**src/rtl/mem_bus_arbiter.sv**
```systemverilog
// rtl/mem_bus_arbiter.sv - fetch/data arbiter onto a single-outstanding memory bus
module mem_bus_arbiter #(
  parameter int XLEN           = 64,
  parameter int TIMEOUT_CYCLES = 255
) (
  input  logic              clk,
  input  logic              resetn,
  input  logic              imem_req,
  input  logic [31:0]       imem_addr,
  output logic              imem_ready,
  output logic              imem_valid,
  output logic              imem_err,
  output logic [XLEN-1:0]   imem_data,
  input  logic [XLEN-1:0]   mem_addr,
  input  logic [XLEN-1:0]   mem_wdata,
  input  logic              mem_read_req,
  input  logic              mem_write_req,
  input  logic [2:0]        mem_size,
  input  logic              mem_signed,
  output logic [XLEN-1:0]   mem_rdata,
  output logic              mem_ready,
  output logic              mem_error,
  output logic              bus_req,
  output logic              bus_we,
  output logic [XLEN-1:0]   bus_addr,
  output logic [XLEN-1:0]   bus_wdata,
  output logic [XLEN/8-1:0] bus_be,
  input  logic              bus_gnt,
  input  logic              bus_rvalid,
  input  logic [XLEN-1:0]   bus_rdata,
  input  logic              bus_err
);
  localparam int NB   = XLEN / 8;
  localparam int OFFW = $clog2(NB);
  localparam int TW   = $clog2(TIMEOUT_CYCLES + 1);

  if (XLEN != 32 && XLEN != 64) begin : g_xlen_check
    $fatal(1, "mem_bus_arbiter: XLEN must be 32 or 64");
  end

  typedef enum logic [1:0] {IDLE, ADDR, RESP, DONE} state_t;

  state_t          state;
  logic [TW-1:0]   tcnt;
  logic            last_dmem;
  logic            cur_fetch;
  logic [OFFW-1:0] cur_off;
  logic [1:0]      cur_size;
  logic            cur_signed;

  logic            dmem_pend, sel_dmem, sel_any, sel_bad, timeout;
  logic            fin, fin_err, fin_fetch;
  logic [XLEN-1:0] sel_addr, shifted, low_mask, load_data, fetch_data;
  logic [OFFW-1:0] sel_off;
  logic [7:0]      lane;
  logic [NB-1:0]   sel_be;
  logic            sbit;

  // dmem wins unless both are pending and it also took the previous grant
  assign dmem_pend = mem_read_req | mem_write_req;
  assign sel_dmem  = dmem_pend & (~imem_req | ~last_dmem);
  assign sel_any   = dmem_pend | imem_req;
  assign sel_addr  = sel_dmem ? mem_addr : XLEN'(imem_addr);
  assign sel_off   = sel_addr[OFFW-1:0];
  assign timeout   = (tcnt >= TW'(TIMEOUT_CYCLES - 1));
  assign imem_ready = (state == IDLE) && !dmem_pend;

  always_comb begin
    sel_bad = 1'b0;
    if (sel_dmem) begin
      if (mem_size > 3'd3 || (mem_size == 3'd3 && XLEN == 32))
        sel_bad = 1'b1;
      else
        sel_bad = (mem_addr[2:0] & ((3'b001 << mem_size[1:0]) - 3'b001)) != 3'b000;
    end else begin
      sel_bad = imem_addr[1:0] != 2'b00;
    end
    case (mem_size[1:0])
      2'd0:    lane = 8'h01;
      2'd1:    lane = 8'h03;
      2'd2:    lane = 8'h0F;
      default: lane = 8'hFF;
    endcase
    sel_be = sel_dmem ? (NB'(lane) << sel_off) : '1;
  end

  // Fetch data reuses the load shifter: an aligned fetch offset selects the word
  always_comb begin
    shifted  = bus_rdata >> {cur_off, 3'b000};
    low_mask = '1;
    sbit     = 1'b0;
    case (cur_size)
      2'd0:    begin low_mask = XLEN'(8'hFF);         sbit = shifted[7];  end
      2'd1:    begin low_mask = XLEN'(16'hFFFF);      sbit = shifted[15]; end
      2'd2:    begin low_mask = XLEN'(32'hFFFF_FFFF); sbit = shifted[31]; end
      default: ;
    endcase
    load_data  = (shifted & low_mask) | ((cur_signed & sbit) ? ~low_mask : '0);
    fetch_data = XLEN'(shifted[31:0]);
  end

  always_comb begin
    fin     = 1'b0;
    fin_err = 1'b1;
    case (state)
      IDLE:    fin = sel_any & sel_bad;
      ADDR:    fin = ~bus_gnt & timeout;
      RESP:    begin fin = bus_rvalid | timeout; fin_err = ~bus_rvalid | bus_err; end
      default: ;
    endcase
    fin_fetch = (state == IDLE) ? ~sel_dmem : cur_fetch;
  end

  always_ff @(posedge clk or negedge resetn) begin
    if (!resetn) begin
      state      <= IDLE;
      tcnt       <= '0;
      last_dmem  <= 1'b0;
      cur_fetch  <= 1'b0;
      cur_off    <= '0;
      cur_size   <= '0;
      cur_signed <= 1'b0;
      imem_valid <= 1'b0;
      imem_err   <= 1'b0;
      imem_data  <= '0;
      mem_rdata  <= '0;
      mem_ready  <= 1'b0;
      mem_error  <= 1'b0;
      bus_req    <= 1'b0;
      bus_we     <= 1'b0;
      bus_addr   <= '0;
      bus_wdata  <= '0;
      bus_be     <= '0;
    end else begin
      if (fin) begin
        state      <= DONE;
        bus_req    <= 1'b0;
        imem_valid <= fin_fetch & ~fin_err;
        imem_err   <= fin_fetch & fin_err;
        mem_ready  <= ~fin_fetch;
        mem_error  <= ~fin_fetch & fin_err;
        imem_data  <= (fin_fetch & ~fin_err) ? fetch_data : '0;
        mem_rdata  <= (~fin_fetch & ~fin_err & ~bus_we) ? load_data : '0;
      end
      case (state)
        IDLE: begin
          tcnt <= '0;
          if (sel_any) begin
            last_dmem  <= sel_dmem;
            cur_fetch  <= ~sel_dmem;
            cur_off    <= sel_off;
            cur_size   <= sel_dmem ? mem_size[1:0] : 2'd2;
            cur_signed <= sel_dmem & mem_signed;
            bus_we     <= sel_dmem & mem_write_req;
            bus_addr   <= {sel_addr[XLEN-1:OFFW], {OFFW{1'b0}}};
            bus_be     <= sel_be;
            bus_wdata  <= sel_dmem ? (mem_wdata << {sel_off, 3'b000}) : '0;
            if (!sel_bad) begin
              state   <= ADDR;
              bus_req <= 1'b1;
            end
          end
        end
        ADDR: begin
          tcnt <= tcnt + TW'(1);
          if (bus_gnt) begin
            state   <= RESP;
            bus_req <= 1'b0;
          end
        end
        RESP: tcnt <= tcnt + TW'(1);
        DONE: begin
          state      <= IDLE;
          imem_valid <= 1'b0;
          imem_err   <= 1'b0;
          mem_ready  <= 1'b0;
          mem_error  <= 1'b0;
          imem_data  <= '0;
          mem_rdata  <= '0;
        end
        default: state <= IDLE;
      endcase
    end
  end
endmodule
```
**config.mk**
```make
export PLATFORM = sky130hd
export DESIGN_NAME = mem_bus_arbiter
export DESIGN_NICKNAME = d
export VERILOG_FILES = /design/src/rtl/mem_bus_arbiter.sv
export SDC_FILE = /design/constraint.sdc
export NUM_CORES = 1
export LEC_CHECK = 0
export CAP_MARGIN = 40
export CELL_PAD_IN_SITES_DETAIL_PLACEMENT = 0
export CELL_PAD_IN_SITES_GLOBAL_PLACEMENT = 1
export CORE_ASPECT_RATIO = 1.25
export CORE_MARGIN = 2
export CORE_UTILIZATION = 34
export CTS_CLUSTER_DIAMETER = 60
export DETAILED_ROUTE_END_ITERATION = 16
export PLACE_DENSITY = 0.83
export SLEW_MARGIN = 0
export SYNTH_ARGS = -nofsm -noshare
export SYNTH_HDL_FRONTEND = slang
export SYNTH_SLANG_ARGS = --single-unit
```
**constraint.sdc**
```tcl
create_clock -name clk -period 2.8 [get_ports clk]
set_input_delay 0.56 -clock clk [delete_from_list [all_inputs] [get_ports clk]]
set_output_delay 0.56 -clock clk [all_outputs]
set_load 0.01 [all_outputs]
```
# [Word level (Yosys, flattened, before mapping)]
# Cells that the tools add are included.
[op_classes] n_addsub=2 order_cmp=2 n_eq_ne=7 shift=4 mux=38 bitwise_logic=28 n_reduce_logical=11
[ops] cell="64-bit 2-to-1 mux" n=8
[ops] cell="64-bit case mux with 3 select lines" n=1
[ops] cell="64-bit bitwise AND" n=1
[ops] cell="64-bit inverter" n=1
[ops] cell="64-bit OR" n=1
[ops] cell="64-bit by 6-bit << shifter with 64-bit output" n=1
[ops] cell="64-bit by 6-bit right shift with 64-bit output" n=1
[ops] cell="32-bit 2-to-1 mux" n=1
[ops] cell="8-bit case mux with 3 select lines" n=1
[ops] cell="1-bit 2-to-1 mux" n=16
[ops] cell="8-bit case mux with 2 select lines" n=1
[ops] cell="1-bit bitwise AND" n=11
[ops] cell="2-bit 2-to-1 mux" n=5
[ops] cell="8-bit by 1-bit adder with 8-bit output (second input constant)" n=1
[ops] cell="2-bit == test (second input constant)" n=4
[ops] cell="8-bit >= comparator (second input constant)" n=1
[ops] cell="8-bit 2-to-1 mux" n=1
[ops] cell="1-bit inverter" n=8
[ops] cell="8-bit by 3-bit << shifter with 8-bit output" n=1
[ops] cell="2-bit by 1-bit == test with 1-bit output (second input constant)" n=3
[ops] cell="2-bit logical NOT" n=3
[ops] cell="1-bit case mux with 3 select lines" n=2
[ops] cell="2-bit case mux with 3 select lines" n=1
[ops] cell="2-bit nonzero test" n=3
[ops] cell="other kinds (11)" n=15
[totals] register_bits=285 inputBits=236 out_inout_bits=271

# [Logic depth before layout (Yosys ltp)]
[logic_depth] depth_word=12 ltp_mapped=11

# [Worst setup path after synthesis]
# No wires, ideal clock.
[synth_path] path_kind="input -> register" from="in mem_write_req" to="reg bus_be[7]" setup_time_ps=137 arrival_ps=2560 required_time_ps=2663 setup_slack_ps=103 cell_stages=8 path_cell_list="buf_2 a2bb2oi_2 mux2i_1 clkbuf_1 clkbuf_1 a21oi_1 o22ai_1 a21oi_1"
[synth_via] elab_chain_cells=5 word_cells_on_any_way=7 classes_between="shift: 1; mux: 2; bitwise: 3; reduce/logical: 1"
[synth_lines] item="start: declaration" line_no="17" text="input logic mem_write_req,"
[synth_lines] item="1-bit OR (*)" line_no="60" text="assign dmem_pend = mem_read_req | mem_write_req;"
[synth_lines] item="1-bit bitwise AND" line_no="61" text="assign sel_dmem = dmem_pend & (~imem_req | ~last_dmem);"
[synth_lines] item="64-bit 2-to-1 mux" line_no="63" text="assign sel_addr = sel_dmem ? mem_addr : XLEN'(imem_addr);"
[synth_lines] item="8-bit by 3-bit << shifter with 8-bit output" line_no="84" text="sel_be = sel_dmem ? (NB'(lane) << sel_off) : '1;"
[synth_lines] item="8-bit 2-to-1 mux" line_no="84"
[synth_lines] item="end signal: assignment" line_no="156" text="bus_be <= sel_be;"
[synth_lines] item="end: declaration" line_no="27" text="output logic [XLEN/8-1:0] bus_be,"
# Mark *: on every way between the ends. The rest lies on a longest branch, timed or not.
# A chain may end at the register's enable or synchronous reset.

# [Final worst setup path]
[layout_path] from="in mem_read_req" to="reg bus_wdata[52]"
[layout_via] elab_chain_cells=5 word_cells_on_any_way=7 classes_between="shift: 1; mux: 2; bitwise: 3; reduce/logical: 1"
[layout_lines] item="start: declaration" line_no="16" text="input logic mem_read_req,"
[layout_lines] item="1-bit OR (*)" line_no="60"
[layout_lines] item="1-bit bitwise AND" line_no="61"
[layout_lines] item="64-bit 2-to-1 mux" line_no="63"
[layout_lines] item="64-bit by 6-bit << shifter with 64-bit output" line_no="157" text="bus_wdata <= sel_dmem ? (mem_wdata << {sel_off, 3'b000}) : '0;"
[layout_lines] item="64-bit 2-to-1 mux" line_no="157"
[layout_lines] item="end signal: assignment" line_no="157"
[layout_lines] item="end: declaration" line_no="26" text="output logic [XLEN-1:0] bus_wdata,"
# Marked as above.

==> results.md <==
* Sequential Power Share at 26.1%
* Setup tns final at 0 ns
* Internal power at 12.3 mW
* Synthesized area per cell at 9.29 um2
* Worst Max-Slew Pin Slew at 0.802 ns
* Setup violators final at 0
* Placer Congestion at 1.02
* Via count at 14500
* Period utilization at 95.6%
* Register-to-register setup slack at 0.30 ns
* Routed length per instance at 23.8 um
* Critical path class: in2reg
* Post-route DRC at 0
* Max Freq at 374 MHz
* Flops & latches, synth at 253
* CTS clk-pin slew, worst paths at 0.06 ns
* Core footprint at 41000 um2
* Status: complete, no violations
* Rows at 83
* Area growth syn-to-layout at 52.6%
* Critical R2R Capture: imem_data[2]
* Die area at 43100 um2
* Post-layout power at 20.8 mW
* DRT antenna net count at 0
* Pre-antenna DRT Iters at 5
* Hold Crit Endpoint: mem_rdata[25]
* Cell variety after synth at 63
* Crit-path max FO at 46
* Synth warnings at 0
* Nets@finish at 2282
* Switching power at 8.57 mW
* Net Sw Frac at 41.1%
* First DRT Iteration DRCs at 1114
* Gate count of the mapped netlist at 1517
* Nature of the critical path startpoint: input pin
* Initial core utilization at 34.3%
* Ranking of synthesized cells by area: dfrtp_1 (45%), mux2i_1 (8.6%), nand2_1 (6.5%)
* RSZ-0062 raised after global routing: false
* Min-delay worst type: reg2reg
* Die height at 232 um
* Worst vdd ir at 0.506 mV
* Rel. slew slack at 46.5%
* Clock Tree Buf Depth at 3
* Worst Skew at 0.0165 ns
* Hold path cells at 1
* I/O pins at 507
* Root buffer selected by CTS: clkbuf_16
* Vias per cell at 5.52
* Routed wire length at 62.3 mm
* Final Hold Fails at 0
* DP HPWL at 47.1 mm
* Worst Setup End Kind: register
* Synth Flop Type: dfrtp_1
* Share of cells above drive strength 1 at 11.9%
* Setup crit start: mem_read_req
* Clock Power Share at 21.6%
* Most frequent cells in the layout: clkdlybuf4s50_1 (469), dfrtp_1 (250), nand2_1 (244)
* Vias in the first global route at 14800
* RR Startpoint: state[0]
* EDFF count, synth at 0
* Post-Place Worst Slack at -0.361 ns
* Gr usage total at 28.3%
* TritonCTS clock tree: yes
* Seq/Total Area, Yosys at 44.9%
* Slew Limit Fails at 0
* Largest net degree at the start of global routing at 85
* FF-to-FF path depth at 7
* Final WS setup at 0.124 ns
* Max-Cap Viols at 0
* Yosys top cell by area: dfrtp_1
* First-pass GRT wire length at 91.9 mm
* CTS Sinks at 253
* Most common cell after layout, fill and taps aside: clkdlybuf4s50_1
* Tmin final at 2.68 ns
* Initial antenna violation count at 3
* Comb power frac at 52.3%
* Total grt overflow at 0
* Power density over cell area at 969 nW/um2
* Post-Syn Area at 14100 um2
* H-tree depth at 2
* IO buf count at 471
* Leak Pwr at 9.43 nW
* Total CTS buffers at 35
* Yosys top cell area share at 44.9%
* WP data arrival at 3.07 ns
* Die Wd at 186 um
* Clock Latency Late Sink at 0.52 ns
* Async SR Flop Fraction at 100%
* WP data required at 3.19 ns
* Hold_sp: mem_rdata[25]
## cells by family after synthesis
family	count (synthesis)	synth area share [%]
AOI/OAI and AO/OA	452	22.3
xor gates and xnor gates	1	0.0622
adders and majority gates	8	0.711
buffers and inverters	176	5.98
DFF	253	44.9
muxes	137	10.4
other	1	0.0266
and+or+nand+nor	489	15.5
## metal layers
layer / part of all wire [%] / global-route usage, % / vias to the layer above / wire length (um)
li1: - / - / 6518 / -
met1: 37 / 32.6 / 7025 / 23300
met2: 48 / 46.9 / 739 / 29900
met3: 7.8 / 6.60 / 174 / 4880
met4: 6.9 / 17.8 / 2 / 4310
met5: 0.021 / 0 / - / 13
## sequential cells by signal, summed over array words and instances, names as in the netlist
name,flops
bus_addr,61
bus_we,1
imem_err,1
mem_rdata,64
tcnt,8
bus_req,1
cur_signed,1
state,2
imem_data,32
cur_size,2
cur_fetch,1
imem_valid,1
bus_be,8
mem_ready,1
last_dmem,1
cur_off,3
mem_error,1
bus_wdata,64
## what timing repair did
action	4_1_cts	5_1_grt
pin swaps	0	0
buffers inserted	0	0
resized for setup	1	1
hold buffers	1	0
endpoints found under the setup margin	1	1
endpoints found under the hold margin	1	0
## layout make-up
class	count	area, um2
Clock buffer	46	980
Fill cell	3730	19500
Multi-Input combinational cell	1122	7120
Antenna cell	2	5.00
Tap cell	552	691
Clock inverter	16	174
Inverter	9	33.8
Timing Repair Buffer	617	6150
Sequential cell	253	6340
## cell usage after synthesis (all sizes together) (7+ instances only)
cell	number
a21oi	76
nor3	8
nor2b	18
o31ai	26
mux4	7
a211oi	30
buf	77
inv	8
ha	8
and3	8
o22ai	29
nor2	44
o21ai	108
a22oi	13
a2bb2oi	9
a21o	32
nand3	139
a32oi	8
a32o	15
nand2	244
o32ai	7
clkbuf	90
a22o	74
mux2i	121
mux2	9
dfrtp	253
## worst max path at each step
stage                    endpoint  slack [ns]  cells past startpoint
global route        mem_rdata[17]        0.05                     10
global placement    bus_wdata[44]       -0.34                      9
floorplan               bus_be[7]        0.10                      8
finish              bus_wdata[52]        0.12                     10
detailed placement  bus_wdata[44]       -0.36                      9
CTS                    imem_ready        0.02                      4
## through the flow
step	std cells	utilization (%)	hold WS, ns	area, um2
2_1_floorplan	1551	-	0.264	14200
3_3_place_gp	2552	49.5	0.461	20300
3_5_place_dp	2552	49.5	0.466	20300
4_1_cts	2615	52.4	0.478	21500
5_1_grt	2616	52.4	0.487	21500
6_report	2617	52.4	0.474	21500
## power groups by stage
stage,Sequential [mW],Combinational [mW],Clock [mW]
2_1_floorplan,5.64,5.22,0
3_3_place_gp,5.46,10.7,0
3_5_place_dp,5.46,10.8,0
4_1_cts,5.43,10.9,4.59
5_1_grt,5.56,11.6,4.76
6_report,5.44,10.9,4.49
## critical path: stages
cell             delay, ns
clkdlybuf4s50_1       0.61
buf_4                 0.21
a2bb2oi_4             0.16
buf_4                 0.20
mux2_2                0.37
buf_12                0.19
buf_4                 0.19
nor2_1                0.21
a211oi_1              0.08
o31ai_1               0.28
Note: power is estimated with default switching activity, not from simulation.
